## src/rtl/pc_sequencer_pkg.sv

```systemverilog
// Shared types and constants for the fetch-stage PC sequencer.
package pc_sequencer_pkg;

  typedef enum logic [1:0] {
    BOOT,
    RUN,
    HALT
  } state_e;

  typedef enum logic [1:0] {
    SEQ,
    BR,
    J,
    JR
  } pc_src_e;

  localparam logic [31:0] PC_INCR    = 32'd4;
  localparam logic [31:0] ALIGN_MASK = 32'hFFFF_FFFC;

endpackage

```

## src/rtl/pc_sequencer_next_mux.sv

```systemverilog
// Combinational next-PC target computation and jr > jump > taken-branch > sequential select.
module pc_next_mux
  import pc_sequencer_pkg::*;
(
  input  logic [31:0] pc_plus4_i,
  input  logic        branch_i,
  input  logic        branch_cond_i,
  input  logic [31:0] offset_sh2_i,
  input  logic        jump_i,
  input  logic [25:0] jump_idx_i,
  input  logic        jr_i,
  input  logic [31:0] jr_addr_i,
  output logic [31:0] next_pc_o,
  output logic        redirect_o
);

  pc_src_e     src;
  logic [31:0] branchTarget;
  logic [31:0] jumpTarget;

  assign branchTarget = pc_plus4_i + offset_sh2_i;
  assign jumpTarget   = {pc_plus4_i[31:28], jump_idx_i, 2'b00};

  always_comb begin
    src = SEQ;
    if (jr_i) begin
      src = JR;
    end else if (jump_i) begin
      src = J;
    end else if (branch_i && branch_cond_i) begin
      src = BR;
    end
  end

  always_comb begin
    next_pc_o = pc_plus4_i;
    case (src)
      JR:      next_pc_o = jr_addr_i;
      J:       next_pc_o = jumpTarget;
      BR:      next_pc_o = branchTarget;
      default: next_pc_o = pc_plus4_i;
    endcase
  end

  assign redirect_o = (src != SEQ);

endmodule

```

## src/rtl/pc_sequencer.sv

```systemverilog
// Fetch-stage PC register with BOOT/RUN/HALT control and a saturating redirect counter.
// Optional misalignment trap enabled by defining PC_SEQ_MISALIGN_CHECK_EN.
module pc_sequencer
  import pc_sequencer_pkg::*;
#(
  parameter logic [31:0] RESET_PC   = 32'h0000_0000,
  parameter logic [31:0] EXC_VECTOR = 32'h0000_0080,
  parameter int          CNT_W      = 16
) (
  input  logic             clk_i,
  input  logic             rst_i,
  input  logic             stall_i,
  input  logic             halt_i,
  input  logic             resume_i,
  input  logic             branch_i,
  input  logic             branch_cond_i,
  input  logic [31:0]      offset_sh2_i,
  input  logic             jump_i,
  input  logic [25:0]      jump_idx_i,
  input  logic             jr_i,
  input  logic [31:0]      jr_addr_i,
  output logic [31:0]      pc_o,
  output logic [31:0]      pc_plus4_o,
  output logic             pc_valid_o,
  output logic             redirect_o,
  output logic [CNT_W-1:0] redirect_cnt_o
`ifdef PC_SEQ_MISALIGN_CHECK_EN
  ,
  output logic             misalign_o
`endif
);

`ifdef PC_SEQ_MISALIGN_CHECK_EN
  localparam bit CheckEn = 1'b1;
`else
  localparam bit CheckEn = 1'b0;
`endif

  state_e           state_q, state_d;
  logic [31:0]      pc_q, pc_d;
  logic [CNT_W-1:0] cnt_q, cnt_d;
  logic [31:0]      nextPc;
  logic             srcRedirect;
  logic             takeExc;

  assign pc_plus4_o = pc_q + PC_INCR;

  pc_next_mux u_next_mux (
    .pc_plus4_i    (pc_plus4_o),
    .branch_i      (branch_i),
    .branch_cond_i (branch_cond_i),
    .offset_sh2_i  (offset_sh2_i),
    .jump_i        (jump_i),
    .jump_idx_i    (jump_idx_i),
    .jr_i          (jr_i),
    .jr_addr_i     (jr_addr_i),
    .next_pc_o     (nextPc),
    .redirect_o    (srcRedirect)
  );

  // Without the trap, a misaligned target is silently word-aligned instead.
  assign takeExc = CheckEn && srcRedirect && (nextPc[1:0] != 2'b00);

  always_comb begin
    state_d    = state_q;
    pc_d       = pc_q;
    cnt_d      = cnt_q;
    pc_valid_o = 1'b0;
    redirect_o = 1'b0;
    case (state_q)
      BOOT: state_d = RUN;
      RUN: begin
        pc_valid_o = 1'b1;
        redirect_o = srcRedirect;
        if (halt_i) begin
          state_d = HALT;
        end else if (!stall_i) begin
          pc_d = takeExc ? EXC_VECTOR : (nextPc & ALIGN_MASK);
          if (srcRedirect && (cnt_q != {CNT_W{1'b1}})) begin
            cnt_d = cnt_q + 1'b1;
          end
        end
      end
      HALT: begin
        if (resume_i && !halt_i) begin
          state_d = RUN;
        end
      end
      default: state_d = BOOT;
    endcase
  end

  always_ff @(posedge clk_i or posedge rst_i) begin
    if (rst_i) begin
      state_q <= BOOT;
      pc_q    <= RESET_PC;
      cnt_q   <= '0;
    end else begin
      state_q <= state_d;
      pc_q    <= pc_d;
      cnt_q   <= cnt_d;
    end
  end

`ifdef PC_SEQ_MISALIGN_CHECK_EN
  logic misalign_q;

  // One-cycle pulse that lines up with EXC_VECTOR appearing on pc_o.
  always_ff @(posedge clk_i or posedge rst_i) begin
    if (rst_i) begin
      misalign_q <= 1'b0;
    end else begin
      misalign_q <= (state_q == RUN) && !halt_i && !stall_i && takeExc;
    end
  end

  assign misalign_o = misalign_q;
`endif

  assign pc_o           = pc_q;
  assign redirect_cnt_o = cnt_q;

endmodule

```

## config.mk

```make
export PLATFORM = sky130hd
export DESIGN_NAME = pc_sequencer
export DESIGN_NICKNAME = d
export VERILOG_FILES = /design/src/rtl/pc_sequencer_pkg.sv /design/src/rtl/pc_sequencer_next_mux.sv /design/src/rtl/pc_sequencer.sv
export SDC_FILE = /design/constraint.sdc
export NUM_CORES = 1
export LEC_CHECK = 0
export CORE_MARGIN = 2
export CORE_UTILIZATION = 29
export CTS_BUF_LIST = sky130_fd_sc_hd__clkbuf_16
export CTS_CLUSTER_SIZE = 16
export DETAILED_ROUTE_END_ITERATION = 8
export PLACE_DENSITY_LB_ADDON = 0.05
export SETUP_SLACK_MARGIN = 0.02
export SYNTH_ARGS = -nofsm -noshare
export SYNTH_HDL_FRONTEND = slang
export SYNTH_SLANG_ARGS = --single-unit
export TNS_END_PERCENT = 20
```

## constraint.sdc

```tcl
create_clock -name clk_i -period 7.22 [get_ports clk_i]
set_input_delay 1.805 -clock clk_i [delete_from_list [all_inputs] [get_ports clk_i]]
set_output_delay 1.805 -clock clk_i [all_outputs]
set_load 0.01 [all_outputs]
```

==> Word-level counts from Yosys, hierarchy flattened <==
Cells that the tools add are included.
{ "word_totals": {"register_bits": 48, "latchBits": 0, "ramBits": 0, "mem_bits_ro": 0, "in_bits": 99, "output_inout_bits": 82, "word_cells": 34, "mem_count": 0} }
{ "op_classes": {"add_sub_neg": 3, "mul": 0, "n_div": 0, "magnitude_cmp": 0, "eq_ne": 8, "n_shift": 0, "mux": 9, "bitwise": 2, "n_reduce_logical": 9} }
{ "op_table": {"columns": ["operator", "count"], "rows": [
  ["one-hot mux 32 bit (3 select lines)", 1],
  ["adder 32 x 3 -> 32 bit (second input constant)", 1],
  ["adder 32 bit", 1],
  ["adder 16 x 1 -> 16 bit (second input constant)", 1],
  ["inequality test 16 bit (second input constant)", 1],
  ["two-way mux 2 bit", 4],
  ["equality test 2 bit (second input constant)", 3],
  ["one-hot mux 2 bit (3 select lines)", 1],
  ["equality test 2 x 1 -> 1 bit (second input constant)", 2],
  ["inequality test 2 bit (second input constant)", 2],
  ["AND reduction 4 bit", 1],
  ["logical AND 1 bit", 3],
  ["two-way mux 1 bit", 3],
  ["AND reduction 3 bit", 1],
  ["zero test 2 bit", 1],
  ["NOT 1 bit", 2],
  ["AND reduction 2 bit", 1],
  ["nonzero test 2 bit", 1],
  ["zero test 1 bit", 1]
]} }

==> Logic depth before layout (Yosys ltp) <==
Gate-level depths: netlist (run 1).
{ "depth": {"depth_word": 7, "ltp_mapped": 15} }

==> Hierarchy <==
A second synthesis (run 1) with hierarchy kept.
{ "hier_totals": {"cells_unflattened": 605, "hier_area_um2": 5032.3} }
{ "modules_own_cells": {"columns": ["mod", "instances", "cells_each", "area_per_inst_um2"], "rows": [
  ["pc_sequencer", 1, 236, 2606.2],
  ["pc_next_mux", 1, 369, 2426.1]
]} }

==> Worst setup path after synthesis (run 1) <==
No wires, ideal clock.
{ "synth_path": {"path_kind": "input-to-output", "startpoint": "in branch_i", "endpoint": "out redirect_o", "arrival_time_ps": 3071, "path_slack_ps": 2344, "stages": 5, "path_buffers": 2, "cell_sequence": "and2_1 clkbuf_1 nor3_1 clkbuf_1 nor2_1"} }
{ "synth_via": {"elab_chain_cells": 6} }
{ "synth_lines": {"columns": ["item", "line_no", "text"], "rows": [
  ["from (decl)", "pc_sequencer.sv:15", "input logic branch_i,"],
  ["logical AND 1 bit", "pc_sequencer_next_mux.sv:30", "end else if (branch_i && branch_cond_i) begin"],
  ["two-way mux 1 bit", "pc_sequencer_next_mux.sv:30", null],
  ["two-way mux 2 bit", "pc_sequencer_next_mux.sv:28", "end else if (jump_i) begin"],
  ["two-way mux 2 bit", "pc_sequencer_next_mux.sv:26", "if (jr_i) begin"],
  ["nonzero test 2 bit", "pc_sequencer_next_mux.sv:45", "assign redirect_o = (src != SEQ);"],
  ["two-way mux 1 bit", "pc_sequencer.sv:70", "case (state_q)"],
  ["to (decl)", "pc_sequencer.sv:25", "output logic redirect_o,"]
]} }
No other way between the ends.

==> Final worst setup path (run 1) <==
Ends and elaborated chain as after synthesis.

==> results of run 1 <==
cell families (layout without fill, tap and decap cells):
group                      Yosys count  in the layout  synth area share [%]
AOI/OAI and AO/OA                  212            212                  28.6
xor gates and xnor gates            61             61                  10.6
adders and majority gates           34             34                  8.45
buffers and inverters               50            207                  4.10
DFF                                 48             48                  23.4
muxes                                2              2                 0.415
other                                1              4                0.0732
and+or+nand+nor                    242            242                  24.3
cell type report:
cell class	count	area, um^2
clock inverters	3	47.5
fillers	1767	10000
well taps	225	282
clock buffers	5	125
flip-flops and latches	48	1200
repair buffers	181	1790
inverters	18	67.6
multi-input cells	555	3740
cell usage after synthesis, drive strengths merged, types with 14 or more instances:
cell type | number | area share [%]
nor2 | 51 | 3.9
dfrtp | 48 | 23
nand3 | 30 | 3.2
xor2 | 21 | 3.7
and3 | 19 | 2.3
nand4 | 17 | 2.4
ha | 33 | 8.1
clkbuf | 22 | 1.6
a21oi | 52 | 5.4
inv | 16 | 1.2
xnor2 | 40 | 6.8
nor3 | 14 | 1.7
o21ai | 51 | 5.1
nand2 | 68 | 5.0
stage by stage:
stage	cell area [um^2]	total power, W	cells
global route	7250	0.00288	1035
floorplan	5140	0.00161	653
CTS	7250	0.00267	1035
detailed placement	7080	0.00236	1027
global placement	7080	0.00235	1027
finish	7250	0.00267	1035
routing by layer:
metal | GRT usage (%) | part of all wire (%)
met1 | 30.4 | 45
met2 | 34.9 | 46
met3 | 4.19 | 6.7
met4 | 7.33 | 2.4
met5 | 0 | 0
sequential cells by signal, indices dropped and copies added, names as in the netlist:
| register | flops |
|---|---|
| redirect_cnt_o | 16 |
| pc_o | 30 |
| state_q | 2 |
power by group through the flow:
stage / clock network [W] / logic [W] / registers, W
2_1_floorplan: 0 / 0.00108 / 0.000536
3_3_place_gp: 0 / 0.00181 / 0.000538
3_5_place_dp: 0 / 0.00182 / 0.000537
4_1_cts: 0.000305 / 0.00183 / 0.000535
5_1_grt: 0.000313 / 0.00201 / 0.000555
6_report: 0.000295 / 0.00184 / 0.000535
worst max-delay path, stage by stage:
cell	delay, ns
sky130_fd_sc_hd__clkdlybuf4s50_1	0.46
sky130_fd_sc_hd__and2_1	0.49
sky130_fd_sc_hd__nor3_2	0.12
sky130_fd_sc_hd__nor2_1	0.13
sky130_fd_sc_hd__clkdlybuf4s50_1	0.54
worst max path at each step:
| stage | slack (ns) | endpoint |
|---|---|---|
| after detailed placement | 1.85 | redirect_o |
| after floorplan | 2.34 | redirect_o |
| after CTS | 1.85 | redirect_o |
| final | 1.87 | redirect_o |
| after global routing | 1.75 | redirect_o |
| after global placement | 1.85 | redirect_o |
==> results.md, run 1 <==
- Dividing the detail-routed via count by the number of cells gives 5.50.
- The top fanout value on the critical path is 9.
- In this run the post-CTS setup repair buffer count came out at 0.
- The launching element type of the critical path is an input port.
- For this run, the leading register cell type out of synthesis is sky130_fd_sc_hd__dfrtp_1.
- The CTS root buffer is sky130_fd_sc_hd__clkbuf_16.
- The total number of yosys warnings is 0.
- The number of synthesized flops with an enable pin is 0.
- After clock tree synthesis, the clock-pin slew on the worst setup and hold paths is 0.07 ns.
- On the final layout, the worst clock skew is 0.00696 ns.
- The endpoint identified for the worst register-to-register timing path is pc_o[28].
- Net switching is 47.2% of the power.
- The total of max-cap violations is 0.
- The die area is 18800 um^2.
- The maximum clock insertion buffer count is 2.
- Summed over all failing endpoints, the final setup total negative slack is 0 ns.
- The mean routed wirelength per cell is 20.3 um.
- The critical path class is input port to output pin.
- The worst slew slack as a fraction of its limit is 33.8%.
- In the global route stage, overall resource usage came out at 22.1%.
- The clock network fraction of total power is 11.1%.
- Leaving out fill and tap cells, the most frequent cells in the layout are sky130_fd_sc_hd__clkdlybuf4s50_1, sky130_fd_sc_hd__nand2_1, sky130_fd_sc_hd__a21oi_1, sky130_fd_sc_hd__nor2_1, sky130_fd_sc_hd__dfrtp_1.
- Setup violations remaining at the end of the flow were counted as 0.
- At the pin with the least slew margin, the transition time is 0.988 ns.
- The repair_antennas step left the layout with diodes totalling 0.
- Relative to the synthesized area, the layout overhead comes to 41.4%.
- The detailed router placed 5689 vias in this run.
- The floorplan has 48 rows.
- For the worst setup path, the data required time is 5.41 ns.
- The count of cells along the worst hold path is 1.
- Setup repair after global routing left no endpoint under its margin.
- Derived from the worst setup path, the maximum achievable clock frequency is 187 MHz.
- The final-report hold violation count is 0.
- Combinational logic is responsible for 68.8% of the overall power.
- The synthesized area is 5130 um^2.
- The number of gates resized after cts is 0.
- The pre-antenna-repair detailed-routing pass consisted of 4 iterations.
- The clock reaches the later pin of the worst-skew pair after 0.31 ns.
- The total overflow left after global routing is 0.
- In this run, the number of DRC markers left after iteration 0 of detailed routing was 339.
- The quantity of hold-fixing buffers added after cts is 0.
- The endpoint kind of the worst setup timing path is an output pin.
- The worst-case reg-to-reg path depth is 12.
- The worst hold-check path type is flip-flop to flip-flop.
- CTS built an H-tree with a depth of 2.
- For this configuration, the core starts out at a cell density of 29.6%.
- The worst hold slack after final layout is 0.499 ns.
- The routability congestion estimate is 0.885.
- The first global-routing pass estimated 31.7 mm of wire.
- The number of buffers created by CTS is 5.
- After technology mapping, the gate count stands at 650.
- The share of the Yosys chip area taken by registers is 23.4%.
- The startpoint of the worst hold path is redirect_cnt_o[9].
- The initial antenna violation count is 0.
- The DRC violation count after routing is 0.
- After the last flow step, the layout net total stands at 942.
- Leaving out fill and tap cells, the most frequent cell in the layout is sky130_fd_sc_hd__clkdlybuf4s50_1.
- Cells with a size suffix above 1 make up 5.56% of the layout.
- The period utilization is 74.1%.
- The reg-to-reg setup timing slack is 2.85 ns.
- The count of state elements after synthesis is 48.
- The post-placement worst setup slack is 1.85 ns.
- The start point of the critical path is branch_i.
- The final critical-path setup slack is 1.87 ns.
- The share of total power dissipated in sequential elements is 20.1%.
- Entering global routing, the biggest net connects 49 pins.
- The endpoint of the worst hold-timing path is redirect_cnt_o[9].
- The largest vdd supply drop is 0.172 mV.
- After detailed routing, the total wire length is 21.0 mm.
- For this design the ratio of total power to cell area is 368 nW/um^2.
- STA puts the critical path data arrival time at 3.55 ns.
- The final-report max-slew violation count is 0.
- In this run the remaining antenna-violating nets after routing total 0.
- In this run the horizontal extent of the chip is 137 um.
- The flow ran to the end, and the final reports show no timing, DRC or antenna violations.
- TritonCTS built the clock tree.
- The vertical extent of the die is 137 um.
- The reported leakage power is 2.88 nW.
- Summed over all nets, the switching power comes to 0.00126 W.
- The internal power of the cells totals 0.00141 W.
- The wire-length estimate of the detail-placed layout is 15.7 mm.
- The sink count of the clock tree is 48.
- The via count of the first global-routing pass is 5712.
- The final critical delay including setup and external delays is 5.35 ns.
- The average footprint of a synthesized cell is 7.89 um^2.
- The number of I/O port buffers is 172.
- The utilization after layout is 41.9%.
- The startpoint of the lowest-slack register-to-register path is pc_o[7].
- In this run the standard cell core region covers 17300 um^2.
- The unique cell type count in the Yosys netlist is 80.
- The I/O pin total is 181.
- For this run, asynchronously set or reset flops after synthesis account for 100%.
(Power assumes the default switching activity.)
==> inputs of run 2 (changes only) <==
==> constraint.sdc (replaced) <==
create_clock -name clk_i -period 4.9 [get_ports clk_i]
set_input_delay 1.225 -clock clk_i [delete_from_list [all_inputs] [get_ports clk_i]]
set_output_delay 1.225 -clock clk_i [all_outputs]
set_load 0.01 [all_outputs]
==> results.md, run 2 (synthesized netlist as in run 1, its figures left out) <==
- The final-report hold violation count is 0.
- Total power for the finished layout comes to 0.00394 W.
- The total via count in the routed design is 5681.
- Global routing used 22.3% of the available tracks across all layers.
- The worst setup path is captured at an output pin.
- The largest vdd supply drop is 0.271 mV.
- The final-report max-slew violation count is 0.
- Summed over all layers, the global routing overflow is 0.
- 0 antenna diodes ended up in the layout.
- In this run the vertical extent of the chip is 137 um.
- The total of max-cap violations is 0.
- The final critical delay including setup and external delays is 4.50 ns.
- Entering global routing, the biggest net connects 38 pins.
- STA classifies the critical path startpoint as a flip-flop.
- In this run the power density over the cells is 540 nW/um^2.
- The vias per cell is 5.46.
- The via count of the first global-routing pass is 5590.
- The number of H-tree branching levels is 2.
- The number of gates resized after cts is 0.
- The clock transition at the register clock pins on the worst setup and hold paths after CTS is 0.07 ns.
- The global-route wire length before repair is 31.8 mm.
- The critical path goes through ha_1 > nand4_1 > nor4_4 > and3_1 > nand2_1 > xnor2_1 > clkdlybuf4s50_1.
- The count of nets left with antenna violations once routing finished came out at 0.
- Data on the critical path is required at its endpoint by 3.67 ns.
- 181 I/O pins were placed.
- After detailed routing, the number of remaining DRC violations is 0.
- The highest-delay cell along the critical path is sky130_fd_sc_hd__clkdlybuf4s50_1.
- Once the floorplan was initialized, standard cells occupied 29.6% of the core.
- In the final layout, the share of cells above drive strength 1 is 6.25%.
- The top fanout value on the critical path is 5.
- After detailed routing, the average wire length per cell comes to 20.3 um.
- The clock arrives with 0.00939 ns of skew.
- For the pin with the worst max-slew slack, the measured transition is 1.08 ns.
- The floorplan step set the die width to 137 um.
- TritonCTS built the clock tree.
- Setup repair after global routing left no endpoint under its margin.
- The run finished with clean final reports.
- The half-perimeter wire length of the detailed placement result is 15.9 mm.
- The number of setup buffers added after CTS is 0.
- The largest incremental delay on the critical path is 0.65 ns.
- The worst hold slack after final layout is 0.494 ns.
- In this run, CTS created clock tree buffers numbering 5.
- The number of filler instances in the final layout is 1791.
- Setup violations remaining at the end of the flow were counted as 0.
- The critical path class is flip-flop to output pin.
- The CTS root buffer is sky130_fd_sc_hd__clkbuf_16.
- The DRC violation total after the first TritonRoute iteration is 408.
- The net count of the finished layout is 948.
- Cells fill 42.2% of the core in the end.
- Of the available clock period, the critical path in the final layout requires 91.8%.
- Setup total negative slack on the finished layout was measured at 0 ns.
- The routed design has 21.1 mm of wire.
- The register with the most flip-flops in the layout has 30 of them.
- Leaving out fill and tap cells, the most frequent cells in the layout are sky130_fd_sc_hd__clkdlybuf4s50_1, sky130_fd_sc_hd__nand2_1, sky130_fd_sc_hd__a21oi_1, sky130_fd_sc_hd__nor2_1, sky130_fd_sc_hd__dfrtp_1.
- The maximum clock rate is 222 MHz.
- The die covers 18800 um^2.
- In this run the worst hold path is classified as flip-flop to flip-flop.
- The initial antenna violation count is 0.
- The insertion delay to the later sink of the worst-skew pair is 0.31 ns.
- The core area is 17300 um^2.
- In this run the tool buffered the top-level ports with 172 buffer cells.
- Leaving out fill and tap cells, the most frequent cell in the layout is sky130_fd_sc_hd__clkdlybuf4s50_1.
- In this run the tightest slew margin relative to its limit is 27.8%.
- The arrival time of data at the critical path endpoint is 3.27 ns.
- The reported leakage power is 2.91 nW.
- In this run the deepest clock path goes through 2 buffers.
- Compared with the post-synthesis result, the final layout area differs by 42.3%.
- After floorplanning, the core was divided into 48 placement rows.
- The first-pass detailed-route iteration total is 5.
- The tree built by TritonCTS fans out to 48 sinks.
- At the end of routability-driven placement, the weighted congestion stood at 0.910.
- After clock tree synthesis, the flow added hold-fix buffers numbering 0.
run 2: worst max-delay path, delay by kind of cell, from the launching register on:
kind | cells | cell delay (ns)
AND/OR/NAND/NOR | 4 | 1.12
buffers and inverters | 1 | 0.65
XOR/XNOR | 1 | 0.50
flip-flops | 1 | 0.44
adder cells (fa/ha/maj) | 1 | 0.25
run 2: worst paths after layout:
check | slack [ns] | depth (start not counted) | endpoint | start
setup / recovery | 0.40 | 7 | pc_plus4_o[26] | pc_o[3]
hold / removal | 0.49 | 1 | redirect_cnt_o[3] | redirect_cnt_o[3]
setup reg to reg | 0.73 | 13 | pc_o[27] | pc_o[3]
hold reg to reg | 0.49 | 1 | redirect_cnt_o[3] | redirect_cnt_o[3]
max in group asynchronous | 2.69 | 3 | pc_o[8] | rst_i
min in group asynchronous | 1.45 | 2 | state_q[1] | rst_i
run 2: through the flow:
step                      cells  instance area, um^2  setup slack [ns]
final                      1041                 7290             0.403
after global routing       1041                 7290             0.232
after CTS                  1041                 7290             0.375
after detailed placement   1033                 7120             0.723
after global placement     1033                 7120             0.704
after floorplan             653                 5140              1.18
run 2: cell type report:
| cell class | instances | area [um^2] | area share, % |
|---|---|---|---|
| well taps | 225 | 282 | 3.86 |
| inverters | 18 | 67.6 | 0.926 |
| multi-input cells | 555 | 3740 | 51.2 |
| repair buffers | 187 | 1830 | 25.2 |
| clock inverters | 3 | 47.5 | 0.652 |
| flip-flops and latches | 48 | 1200 | 16.5 |
| clock buffers | 5 | 125 | 1.72 |
run 2: where the power goes:
group	internal (W)	switching, W	total (W)
Sequential	0.000540	0.000247	0.000787
Combinational	0.00130	0.00142	0.00271
Clock	0.000244	0.000190	0.000434
Total	0.00208	0.00186	0.00394
run 2: routing by layer:
| metal | vias to the layer above | GRT usage (%) | wire, um |
|---|---|---|---|
| met5 | - | 0 | 0 |
| met4 | 0 | 5.33 | 397 |
| met3 | 26 | 4.78 | 1390 |
| met2 | 208 | 36.7 | 9750 |
| met1 | 2708 | 29.8 | 9590 |
| li1 | 2739 | - | - |
==> inputs of run 3 (changes only) <==
==> constraint.sdc (replaced) <==
create_clock -name clk_i -period 5.5 [get_ports clk_i]
set_input_delay 1.375 -clock clk_i [delete_from_list [all_inputs] [get_ports clk_i]]
set_output_delay 1.375 -clock clk_i [all_outputs]
set_load 0.01 [all_outputs]
==> results.md, run 3 (synthesized netlist as in run 1, its figures left out) <==
- Cells with a size suffix above 1 make up 5.90% of the layout.
- The highest-delay cell along the critical path is sky130_fd_sc_hd__clkdlybuf4s50_1.
- The DRC violation total after the first TritonRoute iteration is 338.
- The first global-routing pass estimated 31.4 mm of wire.
- The congestion estimate from routability-driven global placement came to 0.897.
- The reported leakage power is 2.89 nW.
- The insertion delay to the later sink of the worst-skew pair is 0.31 ns.
- TritonCTS built the clock tree.
- For the pin with the worst max-slew slack, the measured transition is 0.861 ns.
- Once the floorplan was initialized, standard cells occupied 29.6% of the core.
- The via count of the first global-routing pass is 5649.
- The maximum number of pins on one net before global-route repair is 49.
- The mean routed wirelength per cell is 19.9 um.
- The tool flagged a number of max-cap violations equal to 0.
- The final-report hold violation count came to 0.
- Setup violations remaining at the end of the flow were counted as 0.
- After clock tree synthesis, the flow added hold-fix buffers numbering 0.
- Walking the worst path, the cells encountered are ha_1 > nand4_1 > nor4_4 > and3_1 > nand2_1 > xnor2_1 > clkdlybuf4s50_1.
- The maximum clock rate is 211 MHz.
- The arrival time of data at the critical path endpoint is 3.36 ns.
- Power spread over the standard cell area amounts to 479 nW/um^2.
- The leading cell type in the layout, fill and taps excluded is sky130_fd_sc_hd__clkdlybuf4s50_1.
- Measured against its own limit, the worst slew margin works out to 41.8%.
- The endpoint kind of the worst setup timing path is an output pin.
- STA classifies the critical path startpoint as a flip-flop.
- The number of buffers created by CTS is 5.
- The maximum clock insertion buffer count is 2.
- After detailed routing, the total wire length is 20.7 mm.
- After floorplanning, the core was sized to cover 17300 um^2.
- Dividing the final minimum period by the clock period gives 86.1%.
- Summing over every cut layer, the via total after detailed routing is 5675.
- In the routed design, unresolved DRC markers number 0.
- The number of I/O port buffers is 172.
- The setup check on the worst reg-to-reg path leaves a slack of 1.19 ns.
- Once the clock tree was built, the resizer swapped 0 gates to a different size.
- The worst clock skew on the final layout is 0.00795 ns.
- 181 I/O pins were placed.
- The die is 137 um tall.
- In the final timing run, aggregate negative setup slack is 0 ns.
- In the final design database the tool counted 945 nets.
- The library cells used most frequently in the layout, excluding fill and tap cells, are sky130_fd_sc_hd__clkdlybuf4s50_1, sky130_fd_sc_hd__nand2_1, sky130_fd_sc_hd__a21oi_1, sky130_fd_sc_hd__nor2_1, sky130_fd_sc_hd__dfrtp_1.
- The global route total overflow is 0.
- The number of setup buffers added after CTS is 0.
- The final-report max-slew violation count was 0.
- The min-delay analysis places its worst path in the category flip-flop to flip-flop.
- Subtracting the final worst setup slack from the clock period gives 4.74 ns.
- The first detailed-routing pass ran for 5 iterations.
- The width of the die is 137 um.
- VDD sags by at most 0.231 mV.
- The sink count of the clock tree is 48.
- The clock tree synthesis step divided the H-tree into 2 levels.
- The area growth from synthesis to layout is 41.8%.
- 0 antenna diodes ended up in the layout.
- The largest incremental delay on the critical path is 0.65 ns.
- The register with the most flip-flops in the layout has 30 of them.
- Dividing the detail-routed via count by the number of cells gives 5.47.
- The number of rows in the core area is 48.
- The initial antenna violation count is 0.
- Setup repair after global routing left no endpoint under its margin.
- The critical path class is flip-flop to output pin.
- The half-perimeter wire length of the detailed placement result is 15.6 mm.
- The die covers 18800 um^2.
- The worst hold slack after final layout is 0.496 ns.
- Across every metal layer, demand over resource in global routing totals 21.9%.
- The required time of the critical path is 4.12 ns.
- The top fanout value on the critical path is 7.
- The run finished with clean final reports.
- The detail route stage leaves a number of antenna-violating nets equal to 0.
- The number of filler instances in the final layout is 1754.
- After clock tree synthesis, the clock-pin slew on the worst setup and hold paths is 0.07 ns.
- The CTS root buffer is sky130_fd_sc_hd__clkbuf_16.
-- run 3: cell count changes in the layout (fill, tap and decap cells not counted) --
cell                         change
sky130_fd_sc_hd__buf_4           -3
sky130_fd_sc_hd__clkinv_4        -2
sky130_fd_sc_hd__inv_6           +1
sky130_fd_sc_hd__clkinvlp_4      +1
-- run 3: cell type report --
type / count / area (um^2) / area share, %
Clock buffer: 5 / 125 / 1.72
Clock inverter: 3 / 46.3 / 0.637
Timing Repair Buffer: 184 / 1810 / 24.9
Sequential cell: 48 / 1200 / 16.5
Multi-Input combinational cell: 555 / 3740 / 51.4
Inverter: 18 / 67.6 / 0.929
Tap cell: 225 / 282 / 3.87
-- run 3: final timing paths --
check | from | end | cells past startpoint
setup / recovery | pc_o[2] | pc_plus4_o[26] | 7
hold / removal | redirect_cnt_o[3] | redirect_cnt_o[3] | 1
setup reg to reg | pc_o[9] | pc_o[28] | 13
hold reg to reg | redirect_cnt_o[3] | redirect_cnt_o[3] | 1
max in group asynchronous | rst_i | pc_o[15] | 3
min in group asynchronous | rst_i | state_q[0] | 3
-- run 3: layer usage --
layer  vias to the layer above  share of wire (%)  GRT usage (%)  wire length (um)
met2                       201                 47           36.7              9720
met4                         0                1.8           5.67               367
li1                       2725                  -              -                 -
met5                         -                  0              0                 0
met1                      2723                 45           28.7              9290
met3                        26                6.3           4.37              1310
-- run 3: where the power goes --
group	switching (W)	internal (W)
clock	0.000162	0.000217
sequential	0.000219	0.000481
combinational	0.00126	0.00115
-- run 3: critical path: cells and delay by family, from the launching register on --
kind,cells,cell delay (ns)
AND/OR/NAND/NOR,4,1.17
buffers and inverters,1,0.65
XOR/XNOR,1,0.48
adder cells (fa/ha/maj),1,0.27
flip-flops,1,0.49
-- run 3: per-stage QoR --
step / worst slack (ns) / power, W / cells / util (%) / instance area [um^2]
2_1_floorplan: 1.48 / 0.00212 / 653 / - / 5140
3_3_place_gp: 1.06 / 0.00308 / 1030 / 41.0 / 7100
3_5_place_dp: 1.03 / 0.00309 / 1030 / 41.0 / 7100
4_1_cts: 0.747 / 0.00351 / 1038 / 42.0 / 7270
5_1_grt: 0.638 / 0.00376 / 1038 / 42.0 / 7270
6_report: 0.764 / 0.00349 / 1038 / 42.0 / 7270
